$ cat config.mk
export PLATFORM = sky130hd
export DESIGN_NAME = axis_skid_fifo
export DESIGN_NICKNAME = d
export VERILOG_FILES = /design/src/rtl/axis_buf_pkg.sv /design/src/rtl/axis_buf_mem.sv /design/src/rtl/axis_skid_fifo.sv
export SDC_FILE = /design/constraint.sdc
export NUM_CORES = 1
export LEC_CHECK = 0
export CAP_MARGIN = 25
export CELL_PAD_IN_SITES_DETAIL_PLACEMENT = 2
export CELL_PAD_IN_SITES_GLOBAL_PLACEMENT = 2
export CORE_MARGIN = 1
export CORE_UTILIZATION = 37
export DETAILED_ROUTE_END_ITERATION = 8
export PLACE_DENSITY = 0.79
export SYNTH_ARGS = -nofsm -noshare
export SYNTH_HDL_FRONTEND = slang
export SYNTH_HIERARCHICAL = 1
export SYNTH_SLANG_ARGS = --single-unit
$ cat constraint.sdc
create_clock -name clk -period 3.78 [get_ports clk]
set_clock_uncertainty 0.15 [all_clocks]
set_input_delay 0.378 -clock clk [delete_from_list [all_inputs] [get_ports clk]]
set_output_delay 0.378 -clock clk [all_outputs]
set_load 0.01 [all_outputs]
$ cat src/rtl/axis_buf_pkg.sv
// Shared helpers for the AXI-Stream skid FIFO: counter sizing and depth legality.
package axis_buf_pkg;

   // Width of a counter that must represent 0..depth inclusive.
   function automatic int clog2_cnt(input int depth);
      return $clog2(depth + 1);
   endfunction

   // Storage depth must be a power of two and at least two slots.
   function automatic bit is_pow2_ge2(input int depth);
      return (depth >= 2) && ((depth & (depth - 1)) == 0);
   endfunction

endpackage

$ cat src/rtl/axis_buf_mem.sv
// Beat storage: DEPTH x W register array, one synchronous write port and one
// asynchronous read port. Contents are not reset; the top gates its outputs.
module axis_buf_mem #(
   parameter int W     = 35,
   parameter int DEPTH = 4,
   parameter int AW    = $clog2(DEPTH)
) (
   input  logic          clk,
   input  logic          i_wr_en,
   input  logic [AW-1:0] i_wr_addr,
   input  logic [W-1:0]  i_wr_data,
   input  logic [AW-1:0] i_rd_addr,
   output logic [W-1:0]  o_rd_data
);

   logic [W-1:0] r_mem [DEPTH];

   // Write the accepted beat into its slot.
   always_ff @(posedge clk) begin
      if (i_wr_en) begin
         r_mem[i_wr_addr] <= i_wr_data;
      end
   end

   assign o_rd_data = r_mem[i_rd_addr];

endmodule

$ cat src/rtl/axis_skid_fifo.sv
// First-word-fall-through AXI-Stream buffer with registered s_ready, beat and
// complete-packet occupancy, and a synchronous flush.
//
// Handshake: a beat moves on a rising edge where valid & ready are both high;
// the source holds valid and payload stable until that edge, and ready never
// depends combinationally on valid (s_ready is a flop, m_valid comes from count).
module axis_skid_fifo
   import axis_buf_pkg::*;
#(
   parameter  int DATA_WIDTH = 32,
   parameter  int USER_WIDTH = 1,
   parameter  int DEPTH      = 4,
   localparam int CW         = clog2_cnt(DEPTH)
) (
   input  logic                  clk,
   input  logic                  reset_n,
   input  logic                  flush,
   input  logic                  s_valid,
   input  logic [DATA_WIDTH-1:0] s_data,
   input  logic [USER_WIDTH-1:0] s_user,
   input  logic                  s_last,
   output logic                  s_ready,
   output logic                  m_valid,
   output logic [DATA_WIDTH-1:0] m_data,
   output logic [USER_WIDTH-1:0] m_user,
   output logic                  m_last,
   input  logic                  m_ready,
   output logic [CW-1:0]         count,
   output logic [CW-1:0]         pkt_count
);

   typedef struct packed {
      logic                  last;
      logic [USER_WIDTH-1:0] user;
      logic [DATA_WIDTH-1:0] data;
   } axis_beat_t;

   localparam int          BEAT_W  = $bits(axis_beat_t);
   localparam int          AW      = $clog2(DEPTH);
   localparam logic [CW-1:0] DEPTH_C = CW'(DEPTH);

   generate
      if (!is_pow2_ge2(DEPTH)) begin : g_bad_depth
         $error("axis_skid_fifo: DEPTH must be a power of two and >= 2");
      end
   endgenerate

   logic [AW-1:0] r_wr_ptr;
   logic [AW-1:0] r_rd_ptr;
   logic [CW-1:0] r_count;
   logic [CW-1:0] r_pkt_count;
   logic          r_s_ready;

   logic          w_push;
   logic          w_pop;
   logic          w_pkt_in;
   logic          w_pkt_out;
   logic [CW-1:0] w_count_next;
   logic [CW-1:0] w_pkt_next;
   axis_beat_t    w_wr_beat;
   axis_beat_t    w_rd_beat;
   axis_beat_t    w_out_beat;

   assign w_push    = s_valid & r_s_ready;
   assign w_pop     = m_valid & m_ready;
   assign w_pkt_in  = w_push & s_last;
   assign w_pkt_out = w_pop & w_rd_beat.last;
   assign w_wr_beat = '{last: s_last, user: s_user, data: s_data};

   axis_buf_mem #(
      .W     (BEAT_W),
      .DEPTH (DEPTH),
      .AW    (AW)
   ) u_mem (
      .clk       (clk),
      .i_wr_en   (w_push & ~flush),
      .i_wr_addr (r_wr_ptr),
      .i_wr_data (w_wr_beat),
      .i_rd_addr (r_rd_ptr),
      .o_rd_data (w_rd_beat)
   );

   // Next beat and packet occupancy; simultaneous in/out cancel.
   always_comb begin
      w_count_next = r_count;
      w_pkt_next   = r_pkt_count;
      case ({w_push, w_pop})
         2'b10:   w_count_next = r_count + CW'(1);
         2'b01:   w_count_next = r_count - CW'(1);
         default: w_count_next = r_count;
      endcase
      case ({w_pkt_in, w_pkt_out})
         2'b10:   w_pkt_next = r_pkt_count + CW'(1);
         2'b01:   w_pkt_next = r_pkt_count - CW'(1);
         default: w_pkt_next = r_pkt_count;
      endcase
   end

   // Pointers, counters and the registered ready; flush overrides any transfer.
   always_ff @(posedge clk or negedge reset_n) begin
      if (!reset_n) begin
         r_wr_ptr    <= '0;
         r_rd_ptr    <= '0;
         r_count     <= '0;
         r_pkt_count <= '0;
         r_s_ready   <= 1'b0;
      end else if (flush) begin
         r_wr_ptr    <= '0;
         r_rd_ptr    <= '0;
         r_count     <= '0;
         r_pkt_count <= '0;
         r_s_ready   <= 1'b1;
      end else begin
         if (w_push) r_wr_ptr <= r_wr_ptr + AW'(1);
         if (w_pop)  r_rd_ptr <= r_rd_ptr + AW'(1);
         r_count     <= w_count_next;
         r_pkt_count <= w_pkt_next;
         r_s_ready   <= (w_count_next < DEPTH_C);
      end
   end

   // Head beat is presented only while something is stored, so reset and
   // empty states show zeros regardless of stale array contents.
   assign w_out_beat = m_valid ? w_rd_beat : '0;

   assign m_valid   = (r_count != '0);
   assign m_data    = w_out_beat.data;
   assign m_user    = w_out_beat.user;
   assign m_last    = w_out_beat.last;
   assign s_ready   = r_s_ready;
   assign count     = r_count;
   assign pkt_count = r_pkt_count;

   a_count_le_depth : assert property (@(posedge clk) disable iff (!reset_n) r_count <= DEPTH_C);
   a_pkt_le_count   : assert property (@(posedge clk) disable iff (!reset_n) r_pkt_count <= r_count);

endmodule

# == Word level (Yosys, flattened, before mapping) ==
# Memories as Yosys holds them, arrays and structs flattened.
# Cells that the tools add are included.
# op_classes
n_addsub,6
magnitude_cmp,1
eq_ne,4
muxes,12
n_bitwise,6
reduce_logical,4
# ops
operator,n
34-bit 2-to-1 mux,1
3-bit case mux with 2 select lines,2
2-bit 2-to-1 mux,4
3-bit by 1-bit adder with 3-bit output (second input constant),2
3-bit 2-to-1 mux,2
3-bit nonzero test,2
3-bit by 1-bit subtractor with 3-bit output (second input constant),2
1-bit AND,5
2-bit by 1-bit adder with 2-bit output (second input constant),2
2-bit by 1-bit == test with 1-bit output (second input constant),2
2-bit == test (second input constant),2
2-bit nonzero test,2
3-bit < comparator (second input constant),1
1-bit 2-to-1 mux,3
1-bit NOT,1
# word_totals
ff_bits,11
mem_bits_rw,136
inputBits,39
out_inout_bits,42
wordCells,39
memories,1
# memory_table
memory,depth,word_bits,rd,rd_ports_with_merged_regs,wr,line_no,rtl
u_mem.r_mem,4,34,1,0,1,axis_buf_mem.sv:16,logic [W-1:0] r_mem [DEPTH];

# == Longest topological paths before layout ==
# logic_depth
ltp_word,6
mapped_depth,10
depth_no_buf,9

# == Cells and area by module ==
# The synthesis kept the hierarchy.
# modules_own_cells
mod,instances,cells_per_inst,area_per_inst_um2,seq_area_each_um2
axis_buf_mem,1,182,4986.0,4083.9
axis_skid_fifo,1,99,877.1,275.3

# == Least setup slack after synthesis ==
# OpenSTA, ideal clock, no wires.
# synth_timing
path_kind,reg2reg
startpoint,"reg r_s_ready, in the netlist s_ready"
endpoint,"mem u_mem/r_mem[0][0] (netlist bit), enable pin"
setup_time_ps,475
t_arrival_ps,3314
required_ps,3155
path_slack_ps,-159
path_stages_with_launch,4
path_buffers,0
synth_period_minus_slack_ps,3939
cell_sequence,dfrtp_1 nand2_1 nor2_1 nor3b_1
# synth_between
elab_chain_cells,4
# synth_rtl
element,line_no,rtl
"start, declared",axis_skid_fifo.sv:52,logic r_s_ready;
"start signal, assigned",axis_skid_fifo.sv:118,r_s_ready <= (w_count_next < DEPTH_C);
1-bit AND,axis_skid_fifo.sv:64,assign w_push = s_valid & r_s_ready;
1-bit AND,axis_skid_fifo.sv:76,".i_wr_en (w_push & ~flush),"
1-bit 2-to-1 mux,axis_buf_mem.sv:20,if (i_wr_en) begin
1-bit 2-to-1 mux (implied by the code),axis_buf_mem.sv:21,r_mem[i_wr_addr] <= i_wr_data;
"end, declared",axis_buf_mem.sv:16,
# No other way between the ends.

==> qor.yml <==
fin_nets: 416
wl_per_cell_um: 22.3
die_h_um: 128
outcome: "completed"
drt_iter0_markers: 161
clkLatencyLatePin_ns: 0.42
powerDensity_nw_per_um2: 557
grt_usage_pct: 18.2
timing.final.crit_share_pct: 82.0
drc: 0
mostFrequentLayoutCells: "edfxtp_1, clkdlybuf4s50_1, and2_1"
fin_crit_ns: 3.10
slew_headroom_pct: 34.2
hold_path.class: "input port to asynchronous set/reset pin"
cp.arrival_ns: 2.57
p_switching_w: 0.000940
rsz0062_at_grt: "no"
cp-end-kind: "output port"
synth_cell_type_count: 32
syn_avg_cell_area_um2: 20.9
cts_tree: "done"
cp_max_fo: 27
vias: 2939
final_hold_viol_count: 0
mostFrequentLayoutCell: "edfxtp_1"
num-fill-cells: 1403
finalSetupViolCount: 0
pre_cts_ws_ns: 0.800
worstMarginPinSlew_ns: 0.987
hold_ws_ns: 0.159
root_buffer: "clkbuf_16"
critPathKind: "flop to output port"
start_util_pct: 38.3
power_w: 0.00418
cts_resized: 0
r2r_cells: 10
max_freq_mhz: 323
worst_slack_ns: 0.680
cts_buffer_depth: 2
grt_pass1_wl_um: 20700
hold_buffers: 0
ir_drop_mv: 0.341
postRouteAntennaNets: 0
dr.pass1.iters: 4
start_kind: "flop"
p_sw_share_pct: 22.5
seq_area_frac_synth_pct: 74.3
synth_fp_nets: 325
p_int_w: 0.00324
post-cts-setup-buffer-count: 0
r2r_slack_ns: 0.81
grt_max_degree: 38
ios: 81
antenna-diode-count: 0
seq_power_share_pct: 45.0
port_buffers: 80
power_frac_comb_pct: 13.0
cts_buffers: 17
ys_ff_latch: 147
synth_area_um2: 5860
fin_setup_tns_ns: 0
synthCells: 281
syn2layout_area_growth_pct: 28.1
cap_violations: 0
leakagePower_nw: 2.47
grt_pass1_vias: 3437
r2r-start: "count[0]"
coreArea_um2: 15300
clock_power_share_pct: 42.0
clkSinkCount: 147
antenna_found_initial: 0
r2r_end: "count[2]"
yosys_warnings: 6
htree_levels: 4
grt-ovfl-total: 0
required_ns: 3.25
slew_violations: 0
layout-drive-gt1-share_pct: 19.7
place_hpwl_um: 8220
path_clk_slew_ns: 0.06
die_area_um2: 16400
routed_via_density: 4.93
gp_congestion: 0.785
wirelength_um: 13300
rows: 45
dieWidth_um: 128
-- per-layer routing --
layer | global-route usage [%] | vias up | routed length (µm)
met5 | 0 | - | 0
li1 | - | 1297 | -
met3 | 5.51 | 13 | 573
met4 | 6.44 | 0 | 187
met2 | 31.7 | 73 | 7010
met1 | 21.4 | 1556 | 5520
-- cell usage after synthesis --
cell type / count / area share [%]
clkbuf_2: 1 / 0.085
inv_1: 2 / 0.13
xor2_2: 1 / 0.28
mux2_2: 1 / 0.19
o311ai_4: 1 / 0.45
buf_6: 1 / 0.19
nand2_1: 1 / 0.064
nor3b_1: 2 / 0.26
mux4_1: 4 / 1.8
xor2_1: 5 / 0.75
or3_1: 1 / 0.11
mux4_2: 30 / 12
nor2_1: 13 / 0.83
edfxtp_1: 136 / 70
and3_1: 1 / 0.11
and2_4: 1 / 0.15
ha_1: 4 / 0.85
buf_12: 3 / 1.0
and3b_1: 2 / 0.30
a21oi_1: 4 / 0.34
nor3_1: 1 / 0.085
fa_1: 1 / 0.34
nor2b_1: 1 / 0.11
buf_2: 4 / 0.34
nand4_1: 1 / 0.11
clkbuf_1: 4 / 0.26
mux2i_1: 3 / 0.51
a31o_2: 1 / 0.15
dfrtp_1: 11 / 4.7
nand3_1: 3 / 0.26
and2_1: 34 / 3.6
xnor2_1: 3 / 0.45
-- flip-flops by register name (all words and copies together) (netlist names) --
name	flops
count	3
pkt_count	3
r_rd_ptr	2
r_wr_ptr	2
s_ready	1
u_mem/r_mem	136
-- logic make-up after synthesis --
| logic type | share of synthesized area (%) |
|---|---|
| compound gates | 0.939 |
| xor+xnor | 1.47 |
| fa+ha+maj | 1.20 |
| buf+inv | 2.03 |
| flops | 74.3 |
| mux | 14.0 |
| simple gates | 6.00 |
-- worst max-delay path, stage by stage (launching register included) --
cell and delay, ns:
dfrtp_2 0.57, buf_12 0.28, mux4_1 0.59, and2_1 0.18
clkdlybuf4s50_1 0.48
-- area by class of cell --
| cell class | count | area (µm²) | share of cell area (%) |
|---|---|---|---|
| Tap cell | 211 | 264 | 3.51 |
| Sequential cell | 147 | 4360 | 58.1 |
| Inverter | 2 | 7.51 | 0.0999 |
| Clock inverter | 14 | 188 | 2.50 |
| Multi-Input combinational cell | 119 | 1400 | 18.6 |
| Clock buffer | 18 | 429 | 5.71 |
| Timing Repair Buffer | 85 | 863 | 11.5 |
-- power groups by stage --
stage / clock, W / combinational (W) / sequential (W)
finish: 0.00175 / 0.000544 / 0.00188
global placement: 0 / 0.000541 / 0.00191
CTS: 0.00181 / 0.000561 / 0.00189
global route: 0.00187 / 0.000591 / 0.00189
floorplan: 0 / 0.000305 / 0.00190
detailed placement: 0 / 0.000556 / 0.00192
-- worst max path at each step --
stage | start | end | slack (ns)
6_report | r_rd_ptr[0] | m_data[0] | 0.68
3_5_place_dp | s_valid | u_mem/r_mem[1][8] | 0.80
3_3_place_gp | count[0] | count[2] | 0.88
2_1_floorplan | s_ready | u_mem/r_mem[0][0] | 1.06
5_1_grt | r_rd_ptr[0] | m_data[0] | 0.54
4_1_cts | r_rd_ptr[0] | m_data[0] | 0.62
-- through the flow --
step | utilization, % | cells | area [µm²]
floorplan | - | 281 | 5870
global placement | 45.0 | 564 | 6900
detailed placement | 45.0 | 564 | 6900
CTS | 49.1 | 596 | 7510
global route | 49.1 | 596 | 7510
finish | 49.1 | 596 | 7510
Note: power is estimated with default switching activity, not from simulation.
